File: src/rtl/telemetry_rx.sv
// telemetry_rx: 8N1 serial receiver plus frame parser for the telemetry link.
// Frame: 0xAA 0x55 {hi,lo} x3, where hi = {4'h0, v[11:8]} and lo = v[7:0].
// The three 12-bit values are published together with a one-cycle pkt_vld.
// frm_err pulses on a bad stop bit or on a payload high byte with a nonzero upper nibble.
module telemetry_rx #(
    parameter int BAUD_DIV = 2604
) (
    input  logic        clk,
    input  logic        rst_n,
    input  logic        RX,
    output logic [11:0] batt_v,
    output logic [11:0] avg_curr,
    output logic [11:0] avg_torque,
    output logic        pkt_vld,
    output logic        frm_err
);

    localparam int              CNT_W    = $clog2(BAUD_DIV + 1);
    localparam logic [CNT_W-1:0] CNT_FULL = CNT_W'(BAUD_DIV);
    localparam logic [CNT_W-1:0] CNT_HALF = CNT_W'(BAUD_DIV / 2);
    localparam logic [CNT_W-1:0] CNT_ONE  = CNT_W'(1);

    typedef enum logic [2:0] {
        RX_IDLE,
        RX_START,
        RX_DATA,
        RX_STOP,
        RX_WAIT_HI
    } rx_state_t;

    typedef enum logic [1:0] {
        P_HUNT_AA,
        P_HUNT_55,
        P_PAY
    } p_state_t;

    // ------------------------------------------------------------------
    // RX synchroniser
    // ------------------------------------------------------------------
    logic rx_meta_q;
    logic rx_s_q;

    // Two-flop synchroniser; both stages idle high so reset never looks like a start bit.
    always_ff @(posedge clk) begin
        if (!rst_n) begin
            rx_meta_q <= 1'b1;
            rx_s_q    <= 1'b1;
        end else begin
            rx_meta_q <= RX;
            rx_s_q    <= rx_meta_q;
        end
    end

    // ------------------------------------------------------------------
    // Byte receiver
    // ------------------------------------------------------------------
    rx_state_t        rx_state_q, rx_state_d;
    logic [CNT_W-1:0] cnt_q, cnt_d;
    logic [2:0]       bit_cnt_q, bit_cnt_d;
    logic [7:0]       shift_q, shift_d;
    logic             byte_rdy_q, byte_rdy_d;
    logic             stop_err_d;
    logic             tick;

    // The counter is loaded with N and the sample is taken on the cycle it reads 1,
    // so a load of N places the sample exactly N cycles after the load decision.
    assign tick = (cnt_q <= CNT_ONE);

    // Receiver state, bit timer, shift register and byte strobe.
    always_ff @(posedge clk) begin
        if (!rst_n) begin
            rx_state_q <= RX_IDLE;
            cnt_q      <= '0;
            bit_cnt_q  <= '0;
            shift_q    <= '0;
            byte_rdy_q <= 1'b0;
        end else begin
            rx_state_q <= rx_state_d;
            cnt_q      <= cnt_d;
            bit_cnt_q  <= bit_cnt_d;
            shift_q    <= shift_d;
            byte_rdy_q <= byte_rdy_d;
        end
    end

    // Receiver next-state: mid-bit sampling, LSB first, stop-bit validation.
    always_comb begin
        rx_state_d = rx_state_q;
        cnt_d      = cnt_q;
        bit_cnt_d  = bit_cnt_q;
        shift_d    = shift_q;
        byte_rdy_d = 1'b0;
        stop_err_d = 1'b0;
        case (rx_state_q)
            RX_IDLE: begin
                if (!rx_s_q) begin
                    rx_state_d = RX_START;
                    cnt_d      = CNT_HALF;
                end
            end
            RX_START: begin
                if (tick) begin
                    if (rx_s_q) begin
                        // Line went back high before mid-bit: treat as a glitch.
                        rx_state_d = RX_IDLE;
                    end else begin
                        rx_state_d = RX_DATA;
                        cnt_d      = CNT_FULL;
                        bit_cnt_d  = '0;
                    end
                end else begin
                    cnt_d = cnt_q - CNT_ONE;
                end
            end
            RX_DATA: begin
                if (tick) begin
                    shift_d   = {rx_s_q, shift_q[7:1]};
                    cnt_d     = CNT_FULL;
                    bit_cnt_d = bit_cnt_q + 3'd1;
                    if (bit_cnt_q == 3'd7) begin
                        rx_state_d = RX_STOP;
                    end
                end else begin
                    cnt_d = cnt_q - CNT_ONE;
                end
            end
            RX_STOP: begin
                if (tick) begin
                    if (rx_s_q) begin
                        byte_rdy_d = 1'b1;
                        rx_state_d = RX_IDLE;
                    end else begin
                        // Break or misaligned stream: wait for the line to recover.
                        stop_err_d = 1'b1;
                        rx_state_d = RX_WAIT_HI;
                    end
                end else begin
                    cnt_d = cnt_q - CNT_ONE;
                end
            end
            RX_WAIT_HI: begin
                if (rx_s_q) begin
                    rx_state_d = RX_IDLE;
                end
            end
            default: begin
                rx_state_d = RX_IDLE;
            end
        endcase
    end

    // ------------------------------------------------------------------
    // Frame parser
    // ------------------------------------------------------------------
    p_state_t   p_state_q, p_state_d;
    logic [2:0] idx_q, idx_d;
    logic       pkt_vld_d;
    logic       nib_err_d;
    logic       pay_wr;
    logic [7:0] rx_byte;

    // shift_q only changes in DATA, so it still holds the finished byte while byte_rdy_q is high.
    assign rx_byte = shift_q;
    assign pay_wr  = byte_rdy_q && (p_state_q == P_PAY);

    // Parser state and payload index.
    always_ff @(posedge clk) begin
        if (!rst_n) begin
            p_state_q <= P_HUNT_AA;
            idx_q     <= '0;
        end else begin
            p_state_q <= p_state_d;
            idx_q     <= idx_d;
        end
    end

    // Parser next-state: delimiter hunt with 0xAA resync, payload walk, nibble check.
    always_comb begin
        p_state_d = p_state_q;
        idx_d     = idx_q;
        pkt_vld_d = 1'b0;
        nib_err_d = 1'b0;
        if (stop_err_d) begin
            // A framing error invalidates any frame in progress.
            p_state_d = P_HUNT_AA;
            idx_d     = '0;
        end else if (byte_rdy_q) begin
            case (p_state_q)
                P_HUNT_AA: begin
                    if (rx_byte == 8'hAA) begin
                        p_state_d = P_HUNT_55;
                    end
                end
                P_HUNT_55: begin
                    if (rx_byte == 8'h55) begin
                        p_state_d = P_PAY;
                        idx_d     = '0;
                    end else if (rx_byte != 8'hAA) begin
                        p_state_d = P_HUNT_AA;
                    end
                end
                P_PAY: begin
                    if (!idx_q[0] && (rx_byte[7:4] != 4'h0)) begin
                        nib_err_d = 1'b1;
                        p_state_d = P_HUNT_AA;
                        idx_d     = '0;
                    end else if (idx_q == 3'd5) begin
                        pkt_vld_d = 1'b1;
                        p_state_d = P_HUNT_AA;
                        idx_d     = '0;
                    end else begin
                        idx_d = idx_q + 3'd1;
                    end
                end
                default: begin
                    p_state_d = P_HUNT_AA;
                    idx_d     = '0;
                end
            endcase
        end
    end

    // One shadow value per output; high byte lands in [11:8], low byte in [7:0].
    genvar gi;
    generate
        for (gi = 0; gi < 3; gi++) begin : g_shadow
            localparam logic [2:0] HI_IDX = 3'(2 * gi);
            localparam logic [2:0] LO_IDX = 3'(2 * gi + 1);
            logic [11:0] sh_q;
            logic [11:0] sh_d;

            // Merge the incoming payload byte into this value when its slot comes up.
            always_comb begin
                sh_d = sh_q;
                if (pay_wr) begin
                    if (idx_q == HI_IDX) begin
                        sh_d[11:8] = rx_byte[3:0];
                    end else if (idx_q == LO_IDX) begin
                        sh_d[7:0] = rx_byte;
                    end
                end
            end

            // Shadow storage; only copied to the outputs once the whole frame checks out.
            always_ff @(posedge clk) begin
                if (!rst_n) begin
                    sh_q <= '0;
                end else begin
                    sh_q <= sh_d;
                end
            end
        end
    endgenerate

    // ------------------------------------------------------------------
    // Outputs
    // ------------------------------------------------------------------
    logic [11:0] batt_v_q, avg_curr_q, avg_torque_q;
    logic        pkt_vld_q, frm_err_q;

    // Atomic update of all three values plus the registered strobes.
    always_ff @(posedge clk) begin
        if (!rst_n) begin
            batt_v_q     <= '0;
            avg_curr_q   <= '0;
            avg_torque_q <= '0;
            pkt_vld_q    <= 1'b0;
            frm_err_q    <= 1'b0;
        end else begin
            if (pkt_vld_d) begin
                // The last low byte is still in flight, so take the merged next values.
                batt_v_q     <= g_shadow[0].sh_d;
                avg_curr_q   <= g_shadow[1].sh_d;
                avg_torque_q <= g_shadow[2].sh_d;
            end
            pkt_vld_q <= pkt_vld_d;
            frm_err_q <= stop_err_d | nib_err_d;
        end
    end

    assign batt_v     = batt_v_q;
    assign avg_curr   = avg_curr_q;
    assign avg_torque = avg_torque_q;
    assign pkt_vld    = pkt_vld_q;
    assign frm_err    = frm_err_q;

endmodule

File: config.mk
export PLATFORM = sky130hd
export DESIGN_NAME = telemetry_rx
export DESIGN_NICKNAME = d
export VERILOG_FILES = /design/src/rtl/telemetry_rx.sv
export SDC_FILE = /design/constraint.sdc
export NUM_CORES = 1
export LEC_CHECK = 0
export ABC_AREA = 1
export CAP_MARGIN = 15
export CORE_MARGIN = 4
export CORE_UTILIZATION = 40
export CTS_CLUSTER_DIAMETER = 80
export DETAILED_ROUTE_END_ITERATION = 7
export GPL_TIMING_DRIVEN = 0
export SYNTH_ARGS = -nofsm -noshare
export SYNTH_HDL_FRONTEND = slang
export SYNTH_SLANG_ARGS = --single-unit
File: constraint.sdc
create_clock -name clk -period 2.05 [get_ports clk]
set_input_delay 0.41 -clock clk [delete_from_list [all_inputs] [get_ports clk]]
set_output_delay 0.41 -clock clk [all_outputs]
set_load 0.01 [all_outputs]
* After elaboration in Yosys (flattened, before gate mapping)
Index checks and enable logic that the tools add are counted.
** Storage, ports and cells
- Register bits after elaboration :: 108
- Bits of input ports :: 3
- Output and inout bits :: 38
- Word-level logic and storage cells :: 123
** Operators by class
- $add $sub $neg :: 3
- Order comparisons :: 1
- Eq/ne operators :: 28
- Muxes and demuxes :: 54
- Bitwise operators :: 3
- Reductions and logical operators :: 17
** Operator list (count)
- 12-bit two-way mux :: 8
- 8-bit two-way mux :: 6
- 12-bit case mux with 4 select lines :: 1
- 3-bit two-way mux :: 13
- 2-bit != test (second input constant) :: 10
- 3-bit case mux with 5 select lines :: 1
- 1-bit two-way mux :: 13
- 3-bit by 2-bit == test with 1-bit output (second input constant) :: 4
- 3-bit == test (second input constant) :: 4
- 12-bit by 1-bit less-or-equal comparator with 1-bit output (second input constant) :: 1
- 2-bit two-way mux :: 6
- 4-bit two-way mux :: 3
- 4-bit AND reduction :: 3
- 12-bit by 1-bit subtractor with 12-bit output (second input constant) :: 1
- 3-bit case mux with 3 select lines :: 1
- 8-bit by 7-bit == test with 1-bit output (second input constant) :: 1
- 8-bit == test (second input constant) :: 1
- 8-bit != test (second input constant) :: 1
- 4-bit nonzero test :: 2
- 3-bit by 1-bit adder with 3-bit output (second input constant) :: 2
- 3-bit by 1-bit == test with 1-bit output (second input constant) :: 2
- 3-bit logical NOT :: 2
- 3-bit != test (second input constant) :: 2
- 2-bit case mux with 3 select lines :: 1
- other kinds (14) :: 17

* Logic depth before layout (Yosys ltp)
- Depth in word-level cells :: 7
- Mapped depth :: 12
- Gate-level depth less buffers :: 11

* Worst setup path before layout
No wires, ideal clock.
- Path type :: flip-flop to flip-flop
- Start point :: reg cnt_q[0]
- End point :: reg cnt_q[1]
- Library setup time :: 0.117 ns
- Arrival time :: 1.519 ns
- Required time :: 1.933 ns
- Slack :: 0.414 ns
- Cell stages (with the launch flop) :: 11
- Path buffers :: 0
- Clock period less this slack :: 1.636 ns
- Cell sequence :: dfxtp_1 -> inv_1 -> ha_1 -> o21ai_0 -> nor2_1 -> nand3_1 -> nand2_1 -> nor2_1 -> inv_1 -> nor2_1 -> nor2_1
** Between the ends
- Cells in the longest elaborated chain, start to end :: 3
- Elaborated cells on any way between the ends :: 9
- Those cells by class :: add/sub (1); order compare (1); eq/ne (2); mux (4); reduce/logical (1)
** RTL lines
- start: declaration :: RTL line 58 : logic [CNT_W-1:0] cnt_q, cnt_d;
- start signal: assignment :: RTL line 79 : cnt_q <= cnt_d;
- 12-bit by 1-bit subtractor with 12-bit output or 12-bit by 1-bit less-or-equal comparator with 1-bit output (tied branches)
- 12-bit two-way mux, or another cell as far along :: RTL line 128 : if (tick) begin
- 12-bit case mux with 4 select lines or 4-bit AND reduction (tied branches)
Several ways; a longest one is shown, not always the timed one. The select of a mux whose other input is x is not followed.
A chain may end at the register's enable or synchronous reset.

* Worst setup path after layout
Same ends and word-level chain as after synthesis.

==> metrics.yaml <==
cts:
  cts_hold_buf: 0
  ctsHtreeMaxLevel: 3
  cts_setup_buffers: 0
  numCtsBuffers: 9
  cts.clk_slew.worst_paths_ns: 0.09
  cts_root_buf: "clkbuf_8"
  cts_sinks: 100
  clk_latency_ns: 0.37
  cts_tree: "done"
  cts_buffer_depth: 2
drt:
  wl_met1_um: 5223
  drtIter0Drc: 214
  drt_wl_total_um: 10200
  vias: 3958
  drt-pass1-iter-count: 4
  vias_per_cell: 4.821
  met2WireLength_um: 4334
  highest-signal-layer: "met4"
  wire_per_inst_um: 12.42
  route.detailed.drc: 0
  ant_nets: 0
  route.met3.wl_um: 477
floorplanning:
  fp.dieW_um: 112.4
  start_util_pct: 41.68
  io_pins: 41
  rows: 37
  dieArea_um2: 12640
  core_area_um2: 10460
  die_y_um: 112.4
logic_synthesis:
  async_flop_share_pct: 0
  synthTopCellsByCount: "163 x nor2_1, 126 x nand2_1, 100 x dfxtp_1"
  synth_fa_ha_area_share_pct: 1.435
  synth_area_um2: 4360
  synth-xor-area-share_pct: 0.8034
  netlist_instances: 629
  yosysMostFrequentCell: "nor2_1"
  synthesis.nets: 637
  synth_top_family_by_area: "simple AND/OR/NAND/NOR gates"
  synth_mux_area_share_pct: 0
  synth_simple_gate_area_share_pct: 34.84
  synth_area_leader_cell: "dfxtp_1"
  syn_area_per_cell_um2: 6.932
  synth_area_leaders: "dfxtp_1 46%, nor2_1 14%, nand2_1 11%"
  synth.top_cell.area_share_pct: 45.91
  synth_top_flop_cell: "dfxtp_1"
  ys_types: 28
  synth_compound_area_share_pct: 9.756
  synth.ff_latch_count: 100
  ys_warn_count: 0
  ys_seq_area_share_pct: 45.91
  synth_edf_count: 0
power_and_ir_drop:
  vdd_drop_max_v: 0.0003402
  sequentialPowerShare_pct: 49.1
  p_switching_mw: 1.347
  power_frac_comb_pct: 20.2
  power.total_mw: 4.216
  leakagePower_nw: 2.080
  p_int_mw: 2.869
  swShare_pct: 31.95
  clkPwrFrac_pct: 30.8
  p_per_area_nw_per_um2: 819.6
timing:
  setup_viol: 0
  max_slew_margin_pct: 61.31
  tns_ns: 0
  period_needed_ns: 1.859
  finClkSkew_ns: 0.01204
  fmax_mhz: 538.0
  whs_ns: 0.4202
  tightest_slew_ns: 0.5804
  hold_viol: 0
  finalCritPeriodShare_pct: 90.68
  grt_setup_unrepaired: "no"
  drv_slew: 0
global_route:
  grt_pass1_vias: 3789
  grt_pass1_wl_um: 17550
  grt_antenna_before_repair: 0
  grt-ovfl-total: 0
  grt_use_total_pct: 16.86
  grt_max_degree: 18
worst_setup_path:
  critPathSlowestCell: "dfxtp_1"
  slowest_delay_ns: 0.34
  worst_setup_path_start_kind: "flip-flop"
  crit_family: "simple AND/OR/NAND/NOR gates"
  crit_buf_inv: 2
  crit_top_cell: "nor2_1"
  critPathRequiredTime_ns: 2.31
  path_max_fanout: 7
  critPathArrivalTime_ns: 2.12
  critPathCaptureType: "flip-flop"
  crit_chain: "inv_1, ha_2, o21ai_0, nor2_1, nand3_1, nand2_1, nor2_2, inv_1, nor2_1, nor2_1"
  crit_type: "reg -> reg"
flow_run:
  cap_violations: 0
cells_and_area:
  area_growth_pct: 17.96
  num_antenna_cells: 0
  layout.nets: 688
  nFillCells: 1069
  drive_above_1_share_pct: 7.445
  fin_area_um2: 5144
  fin_cells: 821
placement:
  dp_cells: 805
  io_buffer_count: 40
  gp_congestion: 0.8258
  dpl-instance-area_um2: 4931
  dp_hpwl_um: 7808
worst_hold_path:
  hold_path_class: "reg -> reg"
outcome:
  status: "finished clean"
==> final timing paths <==
path,from,to,slack (ns),cells past startpoint
setup / recovery,cnt_q[0],cnt_q[1],0.19,10
hold / removal,rx_meta_q,rx_s_q,0.42,1
setup reg to reg,cnt_q[0],cnt_q[1],0.19,10
hold reg to reg,rx_meta_q,rx_s_q,0.42,1
==> timing repair <==
action                     in CTS  in global routing
hold endpoints to repair        0                  0
gates resized for setup         0                  3
setup endpoints to repair       0                 34
==> stage by stage <==
step / setup WS [ns] / utilization (%)
after detailed placement: 0.04939 / 47.13
final: 0.1911 / 49.16
after global placement: 0.08217 / 47.13
after global routing: 0.03458 / 49.16
after floorplan: 0.4140 / -
after CTS: 0.04954 / 49.04
==> registers in the layout (all words and copies together), names as in the netlist, 2 cells and up <==
signal,count
g_shadow.sh_q,28
p_state_q,2
idx_q,3
bit_cnt_q,3
avg_torque,12
batt_v,12
rx_state_q,3
cnt_q,12
rx_byte,8
avg_curr,12
==> routing by layer <==
metal	GRT usage [%]	vias up
met5	0	-
met4	6.410	0
met3	2.857	13
met2	25.67	84
met1	23.91	1779
li1	-	2082
==> cell families after synthesis <==
| kind of cell | Yosys count |
|---|---|
| flops | 100 |
| fa+ha+maj | 5 |
| compound gates | 84 |
| buf+inv | 74 |
| simple gates | 362 |
| xor+xnor | 4 |
==> layout make-up <==
type / count / area [µm²] / share of cell area [%]
Clock buffer: 10 / 127.6 / 2.481
Timing Repair Buffer: 40 / 400.4 / 7.784
Clock inverter: 6 / 72.57 / 1.411
Inverter: 52 / 197.7 / 3.843
Buffer: 22 / 118.9 / 2.311
Tap cell: 136 / 170.2 / 3.308
Sequential cell: 100 / 2002 / 38.92
Multi-Input combinational cell: 455 / 2054 / 39.94
==> power groups by stage <==
| stage | Combinational [mW] | Sequential (mW) | Clock (mW) |
|---|---|---|---|
| floorplan | 0.671 | 2.09 | 0 |
| global placement | 0.818 | 2.11 | 0 |
| detailed placement | 0.832 | 2.11 | 0 |
| CTS | 0.835 | 2.07 | 1.34 |
| global route | 0.985 | 2.08 | 1.42 |
| finish | 0.850 | 2.07 | 1.30 |
==> cells in the final DEF, fill, tap and decap left out, drive strengths merged <==
cell type and instances:
nor2 168, nand2 128, dfxtp 100, nand3 54
inv 53, o21ai 50, clkdlybuf4s50 40, a21oi 33
clkbuf 20, buf 12, nor3 7, ha 5
xor2 4, or2 3, clkinvlp 2, clkinv 2
o211a 1, and2 1, nand4 1, bufinv 1
Note: power is estimated with default switching activity, not from simulation.
